===== src/rtl/calc1_req_driver_if.sv =====
// Requester, calc1 and response signals of the calc1 request driver.
// The master view belongs to the driver; the slave view to requester/calc1.
interface calc1_req_driver_if;
  logic        req_valid;
  logic        req_ready;
  logic [3:0]  req_cmd;
  logic [31:0] req_op1;
  logic [31:0] req_op2;
  logic [3:0]  calc_cmd;
  logic [31:0] calc_data;
  logic [1:0]  calc_resp;
  logic [31:0] calc_out_data;
  logic        rsp_valid;
  logic        rsp_ready;
  logic [31:0] rsp_data;
  logic [1:0]  rsp_code;
  logic        rsp_timeout;
  logic [15:0] txn_count;

  modport master (
    input  req_valid, req_cmd, req_op1, req_op2, calc_resp, calc_out_data, rsp_ready,
    output req_ready, calc_cmd, calc_data, rsp_valid, rsp_data, rsp_code, rsp_timeout, txn_count
  );

  modport slave (
    output req_valid, req_cmd, req_op1, req_op2, calc_resp, calc_out_data, rsp_ready,
    input  req_ready, calc_cmd, calc_data, rsp_valid, rsp_data, rsp_code, rsp_timeout, txn_count
  );
endinterface


===== src/rtl/calc1_req_driver.sv =====
// Drives one calc1 request port: two-beat command/operand send, bounded
// wait for the response, then holds the result until the requester takes it.
module calc1_req_driver #(
  parameter int TIMEOUT_CYCLES = 10
) (
  input logic                 c_clk,
  input logic                 reset,
  calc1_req_driver_if.master  bus
);

  typedef enum logic [2:0] {IDLE, SEND1, SEND2, WAIT, HOLD} state_t;

  localparam logic [15:0] TO_CNT = 16'(TIMEOUT_CYCLES);

  state_t      state;
  state_t      next_state;
  logic [3:0]  cmd_q;
  logic [31:0] op1_q;
  logic [31:0] op2_q;
  logic [15:0] wait_cnt;

  logic        accept;
  logic        handshake;
  logic        resp_hit;
  logic        timeout_hit;

  logic [3:0]  calc_cmd_d;
  logic [31:0] calc_data_d;
  logic        req_ready_d;
  logic        rsp_valid_d;
  logic [31:0] rsp_data_d;
  logic [1:0]  rsp_code_d;
  logic        rsp_timeout_d;
  logic [15:0] wait_cnt_d;

  // req_ready is only high while in IDLE, so it qualifies the accept alone.
  assign accept      = bus.req_valid && bus.req_ready;
  assign handshake   = bus.rsp_valid && bus.rsp_ready;
  assign resp_hit    = (state == WAIT) && (bus.calc_resp != 2'd0);
  assign timeout_hit = (state == WAIT) && (bus.calc_resp == 2'd0) && (wait_cnt == TO_CNT);

  always_ff @(posedge c_clk) begin
    if (reset) state <= IDLE;
    else       state <= next_state;
  end

  always_comb begin
    next_state = state;
    case (state)
      IDLE:    if (accept) next_state = (bus.req_cmd != 4'd0) ? SEND1 : HOLD;
      SEND1:   next_state = SEND2;
      SEND2:   next_state = WAIT;
      WAIT:    if (resp_hit || timeout_hit) next_state = HOLD;
      HOLD:    if (handshake) next_state = IDLE;
      default: next_state = IDLE;
    endcase
  end

  // Outputs are computed from the current state and registered, so the calc
  // beats and rsp_valid appear one cycle after the state that produced them.
  always_comb begin
    calc_cmd_d    = 4'd0;
    calc_data_d   = 32'd0;
    if (state == SEND1) begin
      calc_cmd_d  = cmd_q;
      calc_data_d = op1_q;
    end else if (state == SEND2) begin
      calc_data_d = op2_q;
    end
    req_ready_d   = (next_state == IDLE);
    rsp_valid_d   = (state == HOLD) && !handshake;
    rsp_data_d    = bus.rsp_data;
    rsp_code_d    = bus.rsp_code;
    rsp_timeout_d = bus.rsp_timeout;
    if (state == IDLE && accept && bus.req_cmd == 4'd0) begin
      rsp_data_d    = 32'd0;
      rsp_code_d    = 2'd2;
      rsp_timeout_d = 1'b0;
    end else if (resp_hit) begin
      rsp_data_d    = bus.calc_out_data;
      rsp_code_d    = bus.calc_resp;
      rsp_timeout_d = 1'b0;
    end else if (timeout_hit) begin
      rsp_data_d    = 32'd0;
      rsp_code_d    = 2'd0;
      rsp_timeout_d = 1'b1;
    end
    wait_cnt_d = wait_cnt;
    if (state == SEND2)                          wait_cnt_d = 16'd1;
    else if (state == WAIT && next_state == WAIT) wait_cnt_d = wait_cnt + 16'd1;
  end

  always_ff @(posedge c_clk) begin
    if (reset) begin
      bus.calc_cmd    <= 4'd0;
      bus.calc_data   <= 32'd0;
      bus.req_ready   <= 1'b0;
      bus.rsp_valid   <= 1'b0;
      bus.rsp_data    <= 32'd0;
      bus.rsp_code    <= 2'd0;
      bus.rsp_timeout <= 1'b0;
      bus.txn_count   <= 16'd0;
      wait_cnt        <= 16'd0;
    end else begin
      bus.calc_cmd    <= calc_cmd_d;
      bus.calc_data   <= calc_data_d;
      bus.req_ready   <= req_ready_d;
      bus.rsp_valid   <= rsp_valid_d;
      bus.rsp_data    <= rsp_data_d;
      bus.rsp_code    <= rsp_code_d;
      bus.rsp_timeout <= rsp_timeout_d;
      wait_cnt        <= wait_cnt_d;
      if (handshake) bus.txn_count <= bus.txn_count + 16'd1;
    end
  end

  always_ff @(posedge c_clk) begin
    if (state == IDLE && accept) begin
      cmd_q <= bus.req_cmd;
      op1_q <= bus.req_op1;
      op2_q <= bus.req_op2;
    end
  end

endmodule


===== src/flat_wrapper.sv =====
// flat-port wrapper written by rule: the top's interface ports become plain ports
module calc1_req_driver_flat 
#(
  parameter int TIMEOUT_CYCLES = 10
)
  (c_clk, reset, bus_req_valid, bus_req_cmd, bus_req_op1, bus_req_op2, bus_calc_resp, bus_calc_out_data, bus_rsp_ready, bus_req_ready, bus_calc_cmd, bus_calc_data, bus_rsp_valid, bus_rsp_data, bus_rsp_code, bus_rsp_timeout, bus_txn_count);
  calc1_req_driver_if bus_i ();
  input logic c_clk;
  input logic reset;
  input wire logic [$bits(bus_i.req_valid)-1:0] bus_req_valid;
  input wire logic [$bits(bus_i.req_cmd)-1:0] bus_req_cmd;
  input wire logic [$bits(bus_i.req_op1)-1:0] bus_req_op1;
  input wire logic [$bits(bus_i.req_op2)-1:0] bus_req_op2;
  input wire logic [$bits(bus_i.calc_resp)-1:0] bus_calc_resp;
  input wire logic [$bits(bus_i.calc_out_data)-1:0] bus_calc_out_data;
  input wire logic [$bits(bus_i.rsp_ready)-1:0] bus_rsp_ready;
  output wire logic [$bits(bus_i.req_ready)-1:0] bus_req_ready;
  output wire logic [$bits(bus_i.calc_cmd)-1:0] bus_calc_cmd;
  output wire logic [$bits(bus_i.calc_data)-1:0] bus_calc_data;
  output wire logic [$bits(bus_i.rsp_valid)-1:0] bus_rsp_valid;
  output wire logic [$bits(bus_i.rsp_data)-1:0] bus_rsp_data;
  output wire logic [$bits(bus_i.rsp_code)-1:0] bus_rsp_code;
  output wire logic [$bits(bus_i.rsp_timeout)-1:0] bus_rsp_timeout;
  output wire logic [$bits(bus_i.txn_count)-1:0] bus_txn_count;
  assign bus_i.req_valid = bus_req_valid;
  assign bus_i.req_cmd = bus_req_cmd;
  assign bus_i.req_op1 = bus_req_op1;
  assign bus_i.req_op2 = bus_req_op2;
  assign bus_i.calc_resp = bus_calc_resp;
  assign bus_i.calc_out_data = bus_calc_out_data;
  assign bus_i.rsp_ready = bus_rsp_ready;
  assign bus_req_ready = bus_i.req_ready;
  assign bus_calc_cmd = bus_i.calc_cmd;
  assign bus_calc_data = bus_i.calc_data;
  assign bus_rsp_valid = bus_i.rsp_valid;
  assign bus_rsp_data = bus_i.rsp_data;
  assign bus_rsp_code = bus_i.rsp_code;
  assign bus_rsp_timeout = bus_i.rsp_timeout;
  assign bus_txn_count = bus_i.txn_count;
  calc1_req_driver #(.TIMEOUT_CYCLES(TIMEOUT_CYCLES)) u_core (.c_clk(c_clk), .reset(reset), .bus(bus_i));
endmodule

===== config.mk =====
export PLATFORM = sky130hd
export DESIGN_NAME = calc1_req_driver_flat
export DESIGN_NICKNAME = d
export VERILOG_FILES = /design/src/rtl/calc1_req_driver_if.sv /design/src/rtl/calc1_req_driver.sv /design/src/flat_wrapper.sv
export SDC_FILE = /design/constraint.sdc
export NUM_CORES = 1
export LEC_CHECK = 0
export CORE_MARGIN = 2
export CORE_UTILIZATION = 45
export CTS_CLUSTER_DIAMETER = 200
export DETAILED_ROUTE_END_ITERATION = 16
export DONT_BUFFER_PORTS = 1
export GPL_TIMING_DRIVEN = 0
export SETUP_SLACK_MARGIN = 0.02
export SLEW_MARGIN = 10
export SYNTH_ARGS = -nofsm -noshare
export SYNTH_HDL_FRONTEND = slang
export SYNTH_SLANG_ARGS = --single-unit
export TNS_END_PERCENT = 100

===== constraint.sdc =====
create_clock -name c_clk -period 3.36 [get_ports c_clk]
set_input_delay 0.672 -clock c_clk [delete_from_list [all_inputs] [get_ports c_clk]]
set_output_delay 0.672 -clock c_clk [all_outputs]
set_load 0.05 [all_outputs]

==> summary.md, run 1 <==
| Metric | Value |
|---|---|
| Post-synth top area cell | dfxtp_1 |
| Cts-stage hold buffer count | 0 |
| Fin. Hold Viols | 0 |
| Reg clk slew, reported paths | 0.07 ns |
| Yosys top cell area share | 34.1% |
| Most used cell, CP | buf_2 |
| Distinct cells, synth | 51 |
| Seq cells post-synth | 176 |
| Vias per inst | 5.77 |
| Worst slew margin | 28.0% |
| CP Cell Sequence | nor4b_1 > and2_1 > clkbuf_4 > a21o_1 > buf_2 > buf_2 > a21oi_1 |
| Final cell count without fillers | 739 |
| Commonest cells in the netlist | dfxtp_1, edfxtp_1, a21oi_1, nand2_1, o211ai_1 |
| Detailed router's first-iteration violation count | 322 |
| Via count | 4267 |
| Placed cell count | 707 |
| Post-route DRC | 0 |
| Layout Skew | 0.00947 ns |
| GPL Wtd Cong | 0.845 |
| Hold_sp | bus_req_op1[8] |
| Hold_ws | 0.337 ns |
| Slew of the pin with the lowest slew margin | 1.08 ns |
| Seq/Total Area, Yosys | 66.3% |
| Setup WS post-layout | 0.975 ns |
| Die width | 123 um |
| CP startpoint | u_core.bus.req_ready |
| Die ar. | 0.0151 mm^2 |
| Final period util | 71.0% |
| GR Overflow Total | 0 |
| DR WL/cell | 18.8 um |
| Core area | 0.0138 mm^2 |
| Kind of critical path | reg -> reg |
| CTS H-Tree Depth | 4 |
| Final HPWL DP | 9940 um |
| ANT nets after route | 0 |
| Fin. max-slew vios | 0 |
| Synth top area cells | dfxtp_1, edfxtp_1, a22o_1, a21oi_1, o211ai_1 |
| IO Count | 195 |
| M2 GR Usage | 29.8% |
| Max VDD drop | 0.000325 V |
| Number of enable flip-flop cells after synthesis | 68 |
| P_leak | 2.37 nW |
| Highest achievable clock rate | 419 MHz |
| Worst skew pair latency | 0.43 ns |
| Nets@finish | 655 |
| Syn_nets | 635 |
| Startpoint Class | flip-flop |
| Port-buffer cells | 0 |
| Worst R2R Start | u_core.bus.req_ready |
| Status | finished, final reports clean |
| Clock root cell | clkbuf_16 |
| Post-CTS Resized | 0 |
| Minimum clock period | 2.38 ns |
| Global route hottest layer | met2 |
| Element type at the critical path end | flip-flop |
| Area added between synthesis and finish | 13.3% |
| Clk sink count | 176 |
| Most used flip-flop cell after synthesis | dfxtp_1 |
| Tightest Hold Check Type | in -> reg |
| Largest net degree at the start of global routing | 38 |
| Slowest cell on the critical path | dfxtp_1 |
| Postcts setup bufs | 0 |
| Vias in the first global route | 4044 |
| Mapped Area | 0.00634 mm^2 |
| Number of max-cap violations | 0 |
| Initial core utilization | 45.8% |
| RSZ-0062 raised after global routing | false |
| Arrival time of the worst setup path | 2.70 ns |
| Met1 Use GR | 21.7% |
| Synth Warn # | 0 |
| Syn_area_per_cell | 12.1 um^2 |
| Ys async rst share | 0% |
| Required time worst endpoint | 3.67 ns |
| Largest stage delay, worst path | 0.64 ns |
| CTS tree | done |
| Pwr/cell area | 655 mW/mm^2 |
| Global-route wire length before repair | 21200 um |
| Final setup fails | 0 |
| Clock Tree Buf Depth | 2 |
| Gr usage total | 18.4% |
| Rows | 43 |
| Initial antenna violation count | 1 |
| First-pass detailed-route iteration total | 4 |
| Number of buffers created by CTS | 17 |
| Share of cells above drive strength 1 | 9.32% |
| TNS Setup | 0 ns |
| GR Util met3 | 7.43% |
| Die Ht | 123 um |
| Cell count after synthesis | 526 |
| Dpl ws | 0.935 ns |
| Top-count cell post-synth | dfxtp_1 |
| DRT Wirelength | 13900 um |
| Worst Path Max Fanout | 37 |
-- flip-flops by register name (all words and copies together), names as in the netlist, 4 cells and up --
signal and flops:
u_core.op1_q 32, u_core.op2_q 32, u_core.bus.calc_cmd 4, u_core.bus.calc_data 32, u_core.cmd_q 4, u_core.bus.txn_count 16, u_core.bus.rsp_data 32, u_core.wait_cnt 16
-- path summary, 6_finish.rpt --
path / endpoint / cells past startpoint / slack, ns
min: u_core.op1_q[8] / 0 / 0.34
min reg2reg: u_core.bus.calc_cmd[1] / 1 / 0.45
max: u_core.bus.rsp_data[16] / 7 / 0.98
max reg2reg: u_core.bus.rsp_data[16] / 7 / 0.98
-- worst max-delay path: cells and delay by family, from the launching register on --
| kind | cells | cell delay, ns |
|---|---|---|
| AO/OA/AOI/OAI | 2 | 0.24 |
| flip-flops | 1 | 0.64 |
| buffers and inverters | 3 | 0.87 |
| AND/OR/NAND/NOR | 2 | 0.52 |
-- cell usage in the layout (no fill, tap or decap), types with 2 or more instances in the layout --
| master | count |
|---|---|
| nand2b_1 | 2 |
| ha_1 | 3 |
| o31ai_1 | 10 |
| bufinv_16 | 2 |
| a21oi_1 | 52 |
| nand2_1 | 51 |
| nor4b_1 | 3 |
| buf_4 | 4 |
| o21a_1 | 3 |
| and2_1 | 6 |
| inv_8 | 3 |
| or4_1 | 9 |
| buf_6 | 2 |
| a31oi_1 | 2 |
| clkinvlp_4 | 4 |
| nor3b_1 | 2 |
| dfxtp_1 | 108 |
| xor2_1 | 6 |
| inv_1 | 4 |
| nand3_1 | 12 |
| o21ai_0 | 7 |
| a22o_1 | 32 |
| xnor2_1 | 4 |
| nor2_1 | 18 |
| edfxtp_1 | 68 |
| o211ai_1 | 34 |
| and3_1 | 5 |
| and4_1 | 3 |
| clkbuf_16 | 17 |
| buf_2 | 8 |
| or3_1 | 4 |
| nor2b_1 | 2 |
| clkbuf_1 | 22 |
| inv_6 | 3 |
| nor4_1 | 7 |
| nor3_1 | 5 |
| nand4_1 | 9 |
-- per-stage QoR --
step                      utilization [%]  power, mW  instance area [um^2]
after detailed placement             47.6       2.78                  6590
after floorplan                         -       2.71                  6340
after global placement               47.5       2.77                  6570
after CTS                            51.9       4.74                  7180
final                                51.9       4.70                  7180
after global routing                 51.9       4.85                  7180
-- routing by layer --
metal / up-vias / routed length (um)
li1: 2017 / -
met3: 17 / 1370
met2: 169 / 6690
met1: 2064 / 5580
met4: 0 / 248
met5: - / 0
-- where the power goes --
group          leakage (nW)  switching [mW]  internal (mW)  total (mW)
Clock                 0.278           0.843           1.13        1.98
Sequential             1.50           0.176           2.36        2.53
Combinational         0.590           0.131         0.0650       0.196
Total                  2.37            1.15           3.55        4.70
-- logic make-up after synthesis --
| logic type | count (synthesis) | synth area share [%] |
|---|---|---|
| AOI/OAI and AO/OA | 148 | 15.9 |
| xor gates and xnor gates | 10 | 1.38 |
| adders and majority gates | 3 | 0.592 |
| buffers and inverters | 41 | 3.06 |
| DFF | 176 | 66.3 |
| muxes | 2 | 0.336 |
| and+or+nand+nor | 146 | 12.4 |
-- final cells by class --
cell class,instances,area [um^2]
Inverter,4,15.0
Sequential cell,176,4200
Clock inverter,12,150
Clock buffer,19,443
Timing Repair Buffer,1,20.0
Multi-Input combinational cell,309,1940
Buffer,37,183
Antenna cell,1,2.50
Fill cell,1193,6640
Tap cell,180,225
No activity file was read; power rests on OpenSTA's default activity.
==> run 2, diff against run 1 <==
Clock period 3.36 ns to 2.4 ns, I/O delays scaled along.
==> summary.md, run 2 (synthesis gave the netlist of run 1 again) <==
| Metric | Value |
|---|---|
| Nets@finish | 654 (was 655) |
| Clock Tree Buf Depth | 2 (unchanged) |
| Die width | 123 um (unchanged) |
| Post-route DRC | 0 (unchanged) |
| Arrival time of the worst setup path | 2.61 ns (was 2.70 ns) |
| # diodes | 0 (was 1) |
| Most common cell after layout, fill and taps aside | dfxtp_1 (unchanged) |
| Fin. Hold Viols | 0 (unchanged) |
| Worst-case reg-to-reg path depth | 4 (was 7) |
| Number of max-cap violations | 0 (unchanged) |
| DR WL/cell | 18.9 um (was 18.8 um) |
| Commonest non-fill, non-tap cells in the layout | dfxtp_1, edfxtp_1, a21oi_1, nand2_1, o211ai_1 (unchanged) |
| Final setup fails | 0 (unchanged) |
| P_leak | 2.34 nW (was 2.37 nW) |
| Clock root cell | clkbuf_16 (unchanged) |
| FF-to-FF setup slack | 0.14 ns (was 0.98 ns) |
| GPL Wtd Cong | 0.802 (was 0.845) |
| Reg clk slew, reported paths | 0.07 ns (about the same) |
| Dpl ws | -0.457 ns (was 0.935 ns) |
| Pwr/cell area | 880 mW/mm^2 (was 655 mW/mm^2) |
| DRT Wirelength | 13900 um (about the same) |
| Highest achievable clock rate | 442 MHz (was 419 MHz) |
| CTS tree | done (unchanged) |
| Hold_ws | 0.149 ns (was 0.337 ns) |
| Kind of critical path | reg -> reg (unchanged) |
| Status | finished, final reports clean (unchanged) |
| Element type at the critical path end | flip-flop (unchanged) |
| Number of buffers created by CTS | 17 (unchanged) |
| Tightest Hold Check Type | in -> reg (unchanged) |
| Rows | 43 (unchanged) |
| Minimum clock period | 2.26 ns (was 2.38 ns) |
| Fin. max-slew vios | 0 (unchanged) |
| Via count | 4227 (was 4267) |
| Port-buffer cells | 0 (unchanged) |
| Detailed router's first-iteration violation count | 225 (was 322) |
| Cts-stage hold buffer count | 0 (unchanged) |
| Core area | 0.0138 mm^2 (unchanged) |
| CTS H-Tree Depth | 4 (unchanged) |
| Critical Path End | u_core.bus.txn_count[12] (was u_core.bus.rsp_data[16]) |
| GR Overflow Total | 0 (unchanged) |
| Hold Path Depth | 0 (unchanged) |
| CP startpoint | u_core.bus.txn_count[6] (was u_core.bus.req_ready) |
| RSZ-0062 raised after global routing | false (unchanged) |
| IO Count | 195 (unchanged) |
| Finished Core Util | 51.5% (was 51.9%) |
| Worst slew margin | 21.5% (was 28.0%) |
| Required time worst endpoint | 2.75 ns (was 3.67 ns) |
| Share of cells above drive strength 1 | 9.50% (was 9.32%) |
| Worst R2R Start | u_core.bus.txn_count[6] (was u_core.bus.req_ready) |
| Die ar. | 0.0151 mm^2 (unchanged) |
| Final period util | 94.2% (was 71.0%) |
| Largest net degree at the start of global routing | 73 (was 38) |
| Clk sink count | 176 (unchanged) |
| First-pass detailed-route iteration total | 4 (unchanged) |
| Setup WS post-layout | 0.139 ns (was 0.975 ns) |
| Slew of the pin with the lowest slew margin | 1.17 ns (was 1.08 ns) |
| Worst skew pair latency | 0.42 ns (was 0.43 ns) |
| ANT nets after route | 0 (unchanged) |
| Max VDD drop | 0.000450 V (was 0.000325 V) |
| Gr usage total | 18.2% (was 18.4%) |
| Initial antenna violation count | 2 (was 1) |
| Vias in the first global route | 3986 (was 4044) |
| Vias per inst | 5.73 (was 5.77) |
| Area added between synthesis and finish | 12.4% (was 13.3%) |
| Overall power | 6.27 mW (was 4.70 mW) |
| Initial core utilization | 45.8% (unchanged) |
| Die Ht | 123 um (unchanged) |
| Layout Skew | 0.00961 ns (was 0.00947 ns) |
| Global-route wire length before repair | 21100 um (was 21200 um) |
| Final HPWL DP | 9710 um (was 9940 um) |
| Worst Path Max Fanout | 9 (was 37) |
| Startpoint Class | flip-flop (unchanged) |
| Reg-to-Reg End | u_core.bus.txn_count[12] (was u_core.bus.rsp_data[16]) |
run 2: worst max-delay path, stage by stage (launching register included):
cell	delay, ns
dfxtp_1	0.74
and3_1	0.29
nand3_1	0.28
or4b_2	0.73
a21oi_1	0.15
run 2: what timing repair did:
action,in CTS,in global routing
buffers inserted,0,0
resized for setup,3,4
endpoints found under the setup margin,104,12
run 2: metal layers:
layer | wire length, um | track usage [%]
met1 | 5870 | 22.1
met2 | 6570 | 28.6
met3 | 1320 | 7.62
met4 | 156 | 7.26
met5 | 11 | 0
run 2: worst min-delay path by stage:
stage                          startpoint  slack (ns)                     end
after global routing      bus_req_op1[26]        0.13        u_core.op1_q[26]
after global placement    u_core.cmd_q[2]        0.43  u_core.bus.calc_cmd[2]
final                      bus_req_op2[5]        0.15         u_core.op2_q[5]
after CTS                 bus_req_op2[14]        0.13        u_core.op2_q[14]
after detailed placement  u_core.cmd_q[2]        0.43  u_core.bus.calc_cmd[2]
after floorplan           u_core.cmd_q[0]        0.42  u_core.bus.calc_cmd[0]
run 2: metrics by stage:
stage	cell area [um^2]	TNS [ns]	instances
finish	7120	0	738
global route	7120	0	738
CTS	7110	0	738
detailed placement	6570	-16.76	706
global placement	6570	-9.56	706
floorplan	6340	0	526
run 2: layout make-up:
class                           instances  area (um^2)
Inverter                                4         15.0
Tap cell                              180          225
Buffer                                 37          200
Clock inverter                         15         95.1
Fill cell                            1210         6700
Multi-Input combinational cell        309         1960
Clock buffer                           17          425
Sequential cell                       176         4210
run 2: where the power goes:
group / switching [mW] / internal (mW) / leakage (nW) / total [mW]
clock: 1.13 / 1.31 / 0.246 / 2.45
combinational: 0.185 / 0.0933 / 0.591 / 0.278
sequential: 0.248 / 3.30 / 1.50 / 3.55
total: 1.57 / 4.71 / 2.34 / 6.27
==> run 3, diff against run 2 <==
Settings changed: SKIP_LAST_GASP set to 1.
==> results of run 3 <==
The final DEF is identical to that of run 2; final timing and power are the same.
